--- src/rtl/wb_unit.sv ---
// Writeback unit: arbitrates load responses and ALU results onto the regfile write port,
// with a one-entry ALU skid buffer. Define WB_BYPASS_EN to add the two read-port bypass taps.
module wb_unit #(
    parameter int XLEN   = 32,
    parameter int REG_AW = 5
) (
    input  logic              clk,
    input  logic              reset,
    input  logic              alu_valid,
    output logic              alu_ready,
    input  logic [REG_AW-1:0] alu_rd,
    input  logic [XLEN-1:0]   alu_data,
    input  logic              mem_valid,
    input  logic [REG_AW-1:0] mem_rd,
    input  logic [2:0]        mem_funct3,
    input  logic [1:0]        mem_addr_lo,
    input  logic [XLEN-1:0]   mem_rdata,
    output logic [REG_AW-1:0] rd,
    output logic              wEn,
    output logic [XLEN-1:0]   data,
    output logic              fmt_err
`ifdef WB_BYPASS_EN
    ,
    input  logic [REG_AW-1:0] byp_rs1,
    input  logic [REG_AW-1:0] byp_rs2,
    output logic              byp_hit1,
    output logic              byp_hit2,
    output logic [XLEN-1:0]   byp_data1,
    output logic [XLEN-1:0]   byp_data2
`endif
);

    localparam logic [0:0] S_EMPTY = 1'b0;
    localparam logic [0:0] S_FULL  = 1'b1;

    logic [0:0]        r_state;
    logic [REG_AW-1:0] r_skid_rd;
    logic [XLEN-1:0]   r_skid_data;
    logic              r_wen;
    logic [REG_AW-1:0] r_rd;
    logic [XLEN-1:0]   r_data;
    logic              r_fmt_err;

    logic              w_alu_acc;
    logic [7:0]        w_byte;
    logic [15:0]       w_half;
    logic [XLEN-1:0]   w_load_data;
    logic              w_load_ok;
    logic              w_sel_valid;
    logic              w_sel_err;
    logic [REG_AW-1:0] w_sel_rd;
    logic [XLEN-1:0]   w_sel_data;
    logic              w_skid_load;
    logic [0:0]        w_next_state;
    logic              w_we;

    assign alu_ready = (r_state == S_EMPTY);
    assign w_alu_acc = alu_valid && alu_ready;

    // Little-endian lanes; LH uses only the upper offset bit to pick the half.
    assign w_byte = mem_rdata[{mem_addr_lo, 3'b000} +: 8];
    assign w_half = mem_addr_lo[1] ? mem_rdata[31:16] : mem_rdata[15:0];

    // NOTE: every always_comb output gets a default first so no path leaves it unassigned (no latch).
    always_comb begin
        w_load_data = '0;
        w_load_ok   = 1'b1;
        case (mem_funct3)
            3'b000:  w_load_data = {{(XLEN-8){w_byte[7]}}, w_byte};
            3'b001:  w_load_data = {{(XLEN-16){w_half[15]}}, w_half};
            3'b010:  w_load_data = mem_rdata;
            3'b100:  w_load_data = {{(XLEN-8){1'b0}}, w_byte};
            3'b101:  w_load_data = {{(XLEN-16){1'b0}}, w_half};
            default: w_load_ok   = 1'b0;
        endcase
    end

    always_comb begin
        w_sel_valid  = 1'b0;
        w_sel_err    = 1'b0;
        w_sel_rd     = '0;
        w_sel_data   = '0;
        w_skid_load  = 1'b0;
        w_next_state = r_state;
        if (mem_valid) begin
            w_sel_valid = 1'b1;
            w_sel_err   = !w_load_ok;
            w_sel_rd    = mem_rd;
            w_sel_data  = w_load_data;
            if (w_alu_acc) begin
                w_skid_load  = 1'b1;
                w_next_state = S_FULL;
            end
        end else if (r_state == S_FULL) begin
            w_sel_valid  = 1'b1;
            w_sel_rd     = r_skid_rd;
            w_sel_data   = r_skid_data;
            w_next_state = S_EMPTY;
        end else if (w_alu_acc) begin
            w_sel_valid = 1'b1;
            w_sel_rd    = alu_rd;
            w_sel_data  = alu_data;
        end
    end

    // Writes to x0 and illegal loads still consume the slot but never reach the regfile.
    assign w_we = w_sel_valid && !w_sel_err && (w_sel_rd != '0);

    // NOTE: sequential state uses non-blocking assignments so every flop samples pre-edge values.
    always_ff @(posedge clk) begin
        if (reset) begin
            r_state   <= S_EMPTY;
            r_wen     <= 1'b0;
            r_rd      <= '0;
            r_data    <= '0;
            r_fmt_err <= 1'b0;
        end else begin
            r_state   <= w_next_state;
            r_wen     <= w_we;
            r_rd      <= w_we ? w_sel_rd : '0;
            r_data    <= w_we ? w_sel_data : '0;
            r_fmt_err <= w_sel_err;
        end
    end

    // NOTE: skid payload is not reset; it is only observed while r_state is FULL.
    always_ff @(posedge clk) begin
        if (w_skid_load) begin
            r_skid_rd   <= alu_rd;
            r_skid_data <= alu_data;
        end
    end

    assign rd      = r_rd;
    assign wEn     = r_wen;
    assign data    = r_data;
    assign fmt_err = r_fmt_err;

`ifdef WB_BYPASS_EN
    assign byp_hit1  = r_wen && (r_rd == byp_rs1) && (r_rd != '0);
    assign byp_hit2  = r_wen && (r_rd == byp_rs2) && (r_rd != '0);
    assign byp_data1 = byp_hit1 ? r_data : '0;
    assign byp_data2 = byp_hit2 ? r_data : '0;
`endif

endmodule

--- config.mk ---
export PLATFORM = sky130hd
export DESIGN_NAME = wb_unit
export DESIGN_NICKNAME = d
export VERILOG_FILES = /design/src/rtl/wb_unit.sv
export SDC_FILE = /design/constraint.sdc
export NUM_CORES = 1
export LEC_CHECK = 0
export CORE_MARGIN = 10
export CORE_UTILIZATION = 31
export DETAILED_ROUTE_END_ITERATION = 12
export PLACE_DENSITY = 0.65
export SETUP_SLACK_MARGIN = 0.05
export SLEW_MARGIN = 20
export SYNTH_ARGS = -nofsm -noshare
export SYNTH_HDL_FRONTEND = slang
export SYNTH_SLANG_ARGS = --single-unit
--- constraint.sdc ---
create_clock -name clk -period 2.6 [get_ports clk]
set_input_delay 0.78 -clock clk [delete_from_list [all_inputs] [get_ports clk]]
set_output_delay 0.78 -clock clk [all_outputs]
set_load 0.005 [all_outputs]
==> results.md <==
* Fin crit share at 0.891
* Std-Cell Rows at 39
* Vias in the first global route at 3388
* Crit path arrival time at 2530 ps
* First-pass GRT wire length at between 15000 and 20000 um
* Layout cells sized above 1 at 0.124
* Chip height at 128 um
* Synth Area per Inst at 9.88 um2
* Final setup viols at 0
* Hold_buf cts at 0
* #FFs+latches synth at 77
* Yosys top cell area share at 0.310
* Total power at 0.00312 W
* Relative slew margins at 0.648
* Setup CP Type: primary input to register
* Unrepaired setup endpoints after global routing: no
* Commonest cells post-synth: a21oi_1 (56), nand2_1 (45), dfxtp_1 (40), edfxtp_1 (37), nor2_1 (28)
* Initial Util at 0.315
* Stages on worst setup path at 7
* Max Clk Rate at 432 MHz
* Syn-to-layout area delta at 48.5%
* Worst path cell trace: clkdlybuf4s50_1, buf_12, mux2_2, nor2b_1, a221o_1, a21oi_1, nor2_1
* Worst-Margin Slew at ~530 ps
* Worst path required time at about 2800 ps
* WHS at 628 ps
* Status: finished, final reports clean
* Root Buffer: clkbuf_16
* Hold crit path type: register to register
* Family with the most delay on the worst path: buffers and inverters
* H-tree depth at 3
* Initial antenna violation count at 0
* R2R Path End: data[23]$_SDFF_PP0_
* Routed WL at 11600 um
* Crit path max fanout at 11
* Ys Warns at 0
* Minimum clock period at 2320 ps
* Number of synthesized flops with an enable pin at 37
* N_diodes at 0
* Synth area leaders: edfxtp_1 (31%), dfxtp_1 (22%), a21oi_1 (7.8%)
* Gr ovfl total at 0
* Clk slew on worst S/H paths at 60 ps
* Layout Nets at 570
* Setup bufs post-CTS at 0
* First drt pass iteration count at 4
* Maxcap violations at 0
* Core box area at roughly 11000 um2
* I/O pin total at 123
* Post-synth cell types at 41
* R2R setup slack at 660 ps
* Gpl congestion at 0.854
* HP Start: r_skid_data[15]$_DFFE_PP_
* DRT iter0 DRCs at roughly 220
* CTS tree: built
* Power per cell area at roughly 590 nW/um2
* Die width at 128 um
* Clk buf depth at 2
* Setup Skew at 9.51 ps
* Syn Inst Count at 363
* CP startpoint kind: primary input
* Reg2Reg Launch Point: r_state$_SDFFE_PP0N_
* Maximum VDD drop at about 0.3 mV
* Die footprint at 16300 um2
* CTS Sinks at 77
* Post-cts resize count at 0
* GRT Overall Usage at 0.141
* Via count at 3159
* Lkg Pwr at about 2 nW
* Pins over their slew limit at 0
* Crit path max-delay cell type: clkdlybuf4s50_1
* Hold Path Sink: data[15]$_SDFF_PP0_
* Area leader, netlist: edfxtp_1
* Critical Path Max Stage Delay at 560 ps
* Pre-CTS setup slack at -18.1 ps
* Fin. Hold Viols at 0
* Post-route DRC at 0
* Most frequent cell after synthesis: a21oi_1
* Seq/Total Area, Yosys at 0.533
* Worst Setup End Kind: register
* Async set-reset flop share out of synthesis at 0
* Reg2Reg Depth at 7
* Detail Placement HPWL at between 9000 and 10000 um
* ANT nets after route at 0
* IO Port Bufs at between 100 and 150
* CP bufs+invs at 2
* Post-synthesis net count at 446
* Largest net degree at the start of global routing at 59
* Top FF cell, synth: dfxtp_1
* Min-Delay Path Depth at 3
* Cell Area, Synth at between 3000 and 4000 um2
* Inserted Clock Buffers at 9
* Final WS setup at 284 ps
* Via density at slightly below 5
* Worst skew pair latency at roughly 330 ps
* Avg WL per Cell at 18.2 um
-- tightest hold or removal path: stages, from the launching register on --
cell      delay (ps)
edfxtp_1         320
a21o_1           110
a31oi_1           40
nor3_1           110
-- layout make-up --
cell class              instances  area (um2)
flip-flops and latches         77        1910
inverters                       6        22.5
clock buffers                  12         246
well taps                     143         179
multi-input cells             250        1480
repair buffers                143        1440
fillers                      1090        6040
clock inverters                 4        48.8
-- power by group --
| group | leakage [nW] | switching [W] | internal [W] |
|---|---|---|---|
| Combinational | 1.18 | 0.000244 | 0.000285 |
| Sequential | 0.672 | 0.0000180 | 0.00133 |
| Clock | 0.147 | 0.000471 | 0.000768 |
-- stage by stage --
stage          cell area, um2  setup TNS, ps  instances   util
2_1_floorplan            3590              0        363      -
3_3_place_gp             5030              0        619  0.443
3_5_place_dp             5030          -18.1        619  0.443
4_1_cts                  5330              0        635  0.468
5_1_grt                  5330              0        635  0.468
6_report                 5330              0        635  0.468
-- state kept, by name, indices dropped and copies added, names as in the netlist --
name,flops
rd,5
data,32
wEn,1
r_skid_data,32
r_state,1
r_skid_rd,5
fmt_err,1
-- worst max path at each step --
stage / endpoint / from
final: data[5]$_SDFF_PP0_ / mem_addr_lo[1]
after CTS: data[5]$_SDFF_PP0_ / mem_addr_lo[1]
after global placement: data[6]$_SDFF_PP0_ / mem_addr_lo[1]
after detailed placement: data[5]$_SDFF_PP0_ / mem_addr_lo[1]
after global routing: data[24]$_SDFF_PP0_ / mem_addr_lo[1]
after floorplan: r_skid_data[0]$_DFFE_PP_ / mem_valid
-- metal layers --
layer  track usage  up-vias  routed length [um]
met1         0.171     1489                4960
met5             0        -                   0
met2         0.231      104                5540
met4        0.0462        0                 118
met3        0.0459        9                 967
li1              -     1557                   -
-- layout by cell type (no fill, tap or decap), types with 2 or more instances in the layout --
cell type	count
edfxtp_1	37
clkdlybuf4s50_1	121
mux2i_1	7
a21oi_2	2
buf_4	16
inv_1	5
buf_12	5
a22oi_1	2
nor3b_2	2
clkinv_2	2
a21o_1	9
o21ai_0	18
a31oi_1	9
nor2b_1	6
mux2_2	2
a22o_1	4
a211oi_2	7
a221o_1	7
nor3_2	5
a21oi_1	56
nand3b_1	4
nor2_1	28
clkbuf_16	9
nand2_1	45
clkbuf_1	2
nand3_1	8
dfxtp_1	39
and2_1	3
nor3_1	12
nand2b_1	2
-- cell families after synthesis --
kind of cell	Yosys count	share of synthesized area
AO/OA/AOI/OAI	119	0.212
multiplexers	10	0.0321
flip-flops	77	0.533
buffers and inverters	36	0.0565
AND/OR/NAND/NOR	121	0.166
No activity file was read; power rests on OpenSTA's default activity.
